## src/rtl/fetch_pkg.sv

```systemverilog
// Shared types and constants for the IF stage: FSM state encoding, PC select and step constants.
package fetch_pkg;

  typedef enum logic [1:0] {
    StRun   = 2'b00,
    StStall = 2'b01,
    StFlush = 2'b10,
    StIdle  = 2'b11
  } fetch_state_t;

  typedef enum logic [1:0] {
    PcIncr   = 2'b00,
    PcHold   = 2'b01,
    PcTarget = 2'b10
  } pc_sel_t;

  localparam logic [31:0] PC_STEP        = 32'd4;
  localparam logic [31:0] FETCH_NOP_WORD = 32'h0000_0000;

  // Redirect targets are word aligned; the low two bits of the target are ignored.
  function automatic logic [31:0] align_word(input logic [31:0] addr);
    return addr & ~32'h0000_0003;
  endfunction

endpackage

```

## src/rtl/adder.sv

```systemverilog
// Plain combinational adder, wraps modulo 2^Width.
module adder #(
  parameter int unsigned Width = 32
) (
  input  logic [Width-1:0] a_i,
  input  logic [Width-1:0] b_i,
  output logic [Width-1:0] sum_o
);

  assign sum_o = a_i + b_i;

endmodule

```

## src/rtl/fetch_ctrl.sv

```systemverilog
// Fetch control: per-edge priority decode (branch > stall > !pc_enable > normal) and fetch FSM.
// FETCH_DELAY_SLOT_EN keeps the instruction fetched alongside a taken branch instead of squashing it.
module fetch_ctrl
  import fetch_pkg::*;
(
  input  logic         clk,
  input  logic         reset,
  input  logic         pc_enable_i,
  input  logic         stall_i,
  input  logic         branch_taken_i,
  output pc_sel_t      pc_sel_o,
  output logic         ifid_load_o,
  output logic         ifid_bubble_o,
  output logic         cnt_inc_o,
  output fetch_state_t state_o
);

  fetch_state_t state_q, state_d;

  always_ff @(posedge clk) begin
    if (reset) begin
      state_q <= StIdle;
    end else begin
      state_q <= state_d;
    end
  end

  always_comb begin
    pc_sel_o      = PcHold;
    ifid_load_o   = 1'b0;
    ifid_bubble_o = 1'b1;
    cnt_inc_o     = 1'b0;
    state_d       = state_q;

    if (branch_taken_i) begin
      // A redirect overrides any concurrent stall request.
      pc_sel_o    = PcTarget;
      ifid_load_o = 1'b1;
`ifdef FETCH_DELAY_SLOT_EN
      ifid_bubble_o = 1'b0;
      cnt_inc_o     = 1'b1;
`else
      ifid_bubble_o = 1'b1;
      cnt_inc_o     = 1'b0;
`endif
      state_d = StFlush;
    end else if (stall_i) begin
      pc_sel_o    = PcHold;
      ifid_load_o = 1'b0;
      state_d     = StStall;
    end else if (!pc_enable_i) begin
      pc_sel_o      = PcHold;
      ifid_load_o   = 1'b1;
      ifid_bubble_o = 1'b1;
      state_d       = StIdle;
    end else begin
      pc_sel_o      = PcIncr;
      ifid_load_o   = 1'b1;
      ifid_bubble_o = 1'b0;
      cnt_inc_o     = 1'b1;
      state_d       = StRun;
    end
  end

  assign state_o = state_q;

endmodule

```

## src/rtl/fetch_stage.sv

```systemverilog
// IF stage: PC register, instruction-memory addressing, IF/ID latch and saturating fetch counter.
// Optional delay-slot behaviour on taken branches is selected with FETCH_DELAY_SLOT_EN (see fetch_ctrl).
module fetch_stage
  import fetch_pkg::*;
#(
  parameter int unsigned ADDR_W   = 8,
  parameter logic [31:0] RESET_PC = 32'h0000_0000,
  parameter logic [31:0] NOP_WORD = FETCH_NOP_WORD
) (
  input  logic              clk,
  input  logic              reset,
  input  logic              pc_enable,
  input  logic              stall,
  input  logic              branch_taken,
  input  logic [31:0]       branch_target,
  output logic [ADDR_W-1:0] imem_addr,
  input  logic [31:0]       imem_data,
  output logic [31:0]       pc_current,
  output logic [31:0]       if_id_instr,
  output logic [31:0]       if_id_pc_plus_4,
  output logic              if_id_valid,
  output logic [1:0]        fetch_state,
  output logic [31:0]       fetch_count
);

  logic [31:0]  pc_q, pc_d;
  logic [31:0]  instr_q, instr_d;
  logic [31:0]  pc4_q, pc4_d;
  logic         valid_q, valid_d;
  logic [31:0]  cnt_q, cnt_d;
  logic [31:0]  pc_plus_4;

  pc_sel_t      pc_sel;
  logic         ifid_load;
  logic         ifid_bubble;
  logic         cnt_inc;
  fetch_state_t state;

  fetch_ctrl u_fetch_ctrl (
    .clk            (clk),
    .reset          (reset),
    .pc_enable_i    (pc_enable),
    .stall_i        (stall),
    .branch_taken_i (branch_taken),
    .pc_sel_o       (pc_sel),
    .ifid_load_o    (ifid_load),
    .ifid_bubble_o  (ifid_bubble),
    .cnt_inc_o      (cnt_inc),
    .state_o        (state)
  );

  adder #(
    .Width (32)
  ) u_pc_adder (
    .a_i   (pc_q),
    .b_i   (PC_STEP),
    .sum_o (pc_plus_4)
  );

  always_comb begin
    pc_d    = pc_q;
    instr_d = instr_q;
    pc4_d   = pc4_q;
    valid_d = valid_q;
    cnt_d   = cnt_q;

    unique case (pc_sel)
      PcIncr:   pc_d = pc_plus_4;
      PcTarget: pc_d = align_word(branch_target);
      default:  pc_d = pc_q;
    endcase

    if (ifid_load) begin
      instr_d = ifid_bubble ? NOP_WORD : imem_data;
      pc4_d   = pc_plus_4;
      valid_d = !ifid_bubble;
    end

    // Debug counter sticks at all-ones rather than wrapping.
    if (cnt_inc && (cnt_q != 32'hFFFF_FFFF)) begin
      cnt_d = cnt_q + 32'd1;
    end
  end

  always_ff @(posedge clk) begin
    if (reset) begin
      pc_q    <= RESET_PC;
      instr_q <= NOP_WORD;
      pc4_q   <= 32'd0;
      valid_q <= 1'b0;
      cnt_q   <= 32'd0;
    end else begin
      pc_q    <= pc_d;
      instr_q <= instr_d;
      pc4_q   <= pc4_d;
      valid_q <= valid_d;
      cnt_q   <= cnt_d;
    end
  end

  // Address comes only from the PC register, never from stall/branch inputs.
  assign imem_addr       = pc_q[ADDR_W-1:0];
  assign pc_current      = pc_q;
  assign if_id_instr     = instr_q;
  assign if_id_pc_plus_4 = pc4_q;
  assign if_id_valid     = valid_q;
  assign fetch_state     = state;
  assign fetch_count     = cnt_q;

endmodule

```

## config.mk

```make
export PLATFORM = sky130hd
export DESIGN_NAME = fetch_stage
export DESIGN_NICKNAME = d
export VERILOG_FILES = /design/src/rtl/fetch_pkg.sv /design/src/rtl/adder.sv /design/src/rtl/fetch_ctrl.sv /design/src/rtl/fetch_stage.sv
export SDC_FILE = /design/constraint.sdc
export NUM_CORES = 1
export LEC_CHECK = 0
export BUFFER_PORTS_ARGS = -buffer_cell sky130_fd_sc_hd__buf_2
export CAP_MARGIN = 20
export CORE_ASPECT_RATIO = 0.7
export CORE_UTILIZATION = 45
export DETAILED_ROUTE_END_ITERATION = 16
export PLACE_DENSITY = 0.76
export SLEW_MARGIN = 20
export SYNTH_ARGS = -nofsm -noshare
export SYNTH_HDL_FRONTEND = slang
export SYNTH_SLANG_ARGS = --single-unit
```

## constraint.sdc

```tcl
create_clock -name clk -period 2.1 [get_ports clk]
set_input_delay 0.105 -clock clk [delete_from_list [all_inputs] [get_ports clk]]
set_output_delay 0.105 -clock clk [all_outputs]
set_load 0.03 [all_outputs]
```

==> out/qor.yml <==
sta:
  relSlewSlack_pct: 45.0
  hold_ws_ns: 0.0138
  max_freq_mhz: 492
  fin_crit_sh_pct: 96.8
  postLayoutSetupSlackWorst_ns: 0.0670
  rsz0062_at_grt: "true"
  slew_viol_final: 0
  min_period_ns: 2.03
  finalSetupViolCount: 0
  worst_pin_slew_ns: 0.825
  fin_tns_setup_ns: 0
  finalClockSkew_ns: 0.0108
  final-hold-violation-count: 0
power_and_ir_drop:
  combPwrFrac_pct: 13.5
  p_int_w: 0.00468
  switchingPower_w: 0.00171
  vdd_drop_max_mv: 0.532
  p_leak_nw: 3.77
  powerDensity_nw_per_um2: 743
  switching_share_pct: 26.7
  seq_power_share_pct: 40.3
  power_frac_clock_pct: 46.3
critical_path:
  crit_path_end_kind: "flop"
  critical_path_class: "reg2reg"
  start_kind: "flop"
  crit_buf_inv: 0
  crit_family: "simple AND/OR/NAND/NOR gates"
  arrival_ns: 2.36
  crit_required_ns: 2.42
  worstPathMaxFanout: 9
  cp.depth: 5
  ff2ff_path_depth: 5
  critPathMaxStageDelay_ns: 0.48
  cp_slowest_cell: "or4_1"
  crit_chain: "nand2_1 -> or3_4 -> a211o_2 -> or4_1 -> a21oi_1"
yosys:
  netlist_instances: 690
  yosysTopAreaCell: "dfxtp_1"
  ys_ff_latch: 127
  synth_most_common_cell: "dfxtp_1"
  synth_flop_cell: "dfxtp_1"
  avgSynthCellArea_um2: 8.65
  yosysWarningCount: 0
  yosysTopAreaCellShare_pct: 42.6
  seq_area_frac_synth_pct: 42.6
  async_flop_share_pct: 0
  synthTopCellsByArea: "dfxtp_1 43%, nor2_1 6.9%, a211oi_1 6.0%"
  synth.cells.most_frequent: "127 x dfxtp_1, 110 x nor2_1, 48 x a211oi_1, 40 x nand3_1, 40 x xor2_1"
  synth-edff-count: 0
  synth_cell_types: 58
  syn-cell-area_um2: 5970
layout:
  utilization_pct: 67.9
  antennaDiodeCount: 0
  drive_gt1_share_pct: 33.9
  nNetsFinal: 1039
  area_growth_pct: 44.3
  post-route-cell-area_um2: 8610
floorplanning:
  num_io_pins: 208
  initial_utilization_pct: 47.1
  die_w_um: 140
  die_area_um2: 13700
  rows: 34
  die_h_um: 98.3
  core_um2: 12700
worst_hold_path:
  hold-path-cell-count: 2
  hp-class: "in2reg"
detailed_routing:
  antenna_left: 0
  via_per_inst: 5.34
  vias: 6103
  first_pass_iters: 5
  routed_wl_um: 17400
  wl_per_cell_um: 15.2
  drc: 0
  initialDrtViolationCount: 355
global_routing:
  use_met3_pct: 5.89
  grt_overflow: 0
  grt_first_pass_wirelength_um: 28400
  busiest_layer: "met2"
  grt_pass1_vias: 5756
  grtUsageMet2_pct: 40.9
  grtUsageMet1_pct: 34.7
  grt_max_degree: 76
  antenna_found_initial: 0
  grtUsageTotal_pct: 25.8
clock_tree:
  root_buffer: "clkbuf_16"
  clock-sinks: 127
  clk_pin_slew_ns: 0.06
  clk_latency_ns: 0.40
  numCtsBuffers: 17
  cts_tree: "done"
  clock_path_buffers: 2
  htree_levels: 4
job:
  drv_cap: 0
place:
  gp_congestion: 0.836
  dp_hpwl_um: 11600
  place_area_um2: 7300
  pre_cts_slack_ns: -0.0262
  port_buffers: 199
status:
  outcome: "completed"
[cell usage in the layout, fill, tap and decap left out, types with 3 or more instances in the layout]
cell	instances
clkbuf_16	17
a311oi_1	7
dlygate4sd3_1	60
o21ai_0	11
inv_1	10
clkinv_4	3
nand3_1	38
dfxtp_1	115
nor3_1	4
nor2_1	110
nor4_4	3
or4_1	7
clkbuf_8	3
clkinv_2	3
a21o_1	3
and4_1	4
nand2_1	34
dfxtp_2	10
buf_4	57
a22oi_1	32
buf_2	198
nand4_1	22
or3_1	9
a31oi_1	5
o31ai_1	6
a211oi_1	48
and2_1	5
xor2_1	40
a21oi_1	23
nor2b_1	3
conb_1	6
and3_1	7
nor4_1	5
xnor2_1	25
[repair_timing]
item / in CTS / in global routing
endpoints found under the setup margin: 3 / 31
hold buffers: 60 / 0
hold endpoints to repair: 60 / 0
pin swaps: 1 / 4
resized for setup: 0 / 14
buffers inserted: 3 / 2
[worst paths after layout]
path                            slack, ns            start                      end
worst max register to register       0.07  fetch_count[15]          fetch_count[25]
worst max-delay path                 0.07  fetch_count[15]          fetch_count[25]
worst min register to register       0.45      if_id_valid              if_id_valid
worst min-delay path                 0.01        pc_enable  u_fetch_ctrl.state_o[1]
[layout make-up]
| cell class | count | area, um^2 |
|---|---|---|
| Fill cell | 1054 | 4070 |
| Sequential cell | 127 | 2560 |
| Inverter | 11 | 41.3 |
| Multi-Input combinational cell | 495 | 3170 |
| Clock buffer | 20 | 467 |
| Tap cell | 162 | 203 |
| Clock inverter | 12 | 134 |
| Timing Repair Buffer | 316 | 2030 |
[stage by stage]
step | power (W) | instances
2_1_floorplan | 0.00312 | 695
3_3_place_gp | 0.00338 | 1046
3_5_place_dp | 0.00338 | 1046
4_1_cts | 0.00642 | 1141
5_1_grt | 0.00664 | 1143
6_report | 0.00639 | 1143
[cells by family after synthesis]
logic type / share of synthesized area, %
other: 0.0629
muxes: 0.902
xor gates and xnor gates: 9.54
DFF: 42.6
adders and majority gates: 0.419
buffers and inverters: 5.98
and+or+nand+nor: 23.7
AOI/OAI and AO/OA: 16.7
[sequential cells by signal (all words and copies together), names as in the netlist]
signal / count
if_id_instr: 32
u_fetch_ctrl.state_o: 2
pc_current: 30
fetch_count: 32
if_id_pc_plus_4: 30
if_id_valid: 1
[per-layer routing]
metal,vias to the layer above,wire length (um)
met1,2833,8200
met4,0,343
met5,-,0
met2,220,7900
met3,26,957
li1,3024,-
[power groups by stage]
stage          combinational (W)  clock (W)  sequential, W
2_1_floorplan           0.000304          0        0.00282
3_3_place_gp            0.000756          0        0.00262
3_5_place_dp            0.000762          0        0.00262
4_1_cts                 0.000851    0.00300        0.00257
5_1_grt                 0.000923    0.00313        0.00258
6_report                0.000861    0.00296        0.00257
(Power assumes the default switching activity.)
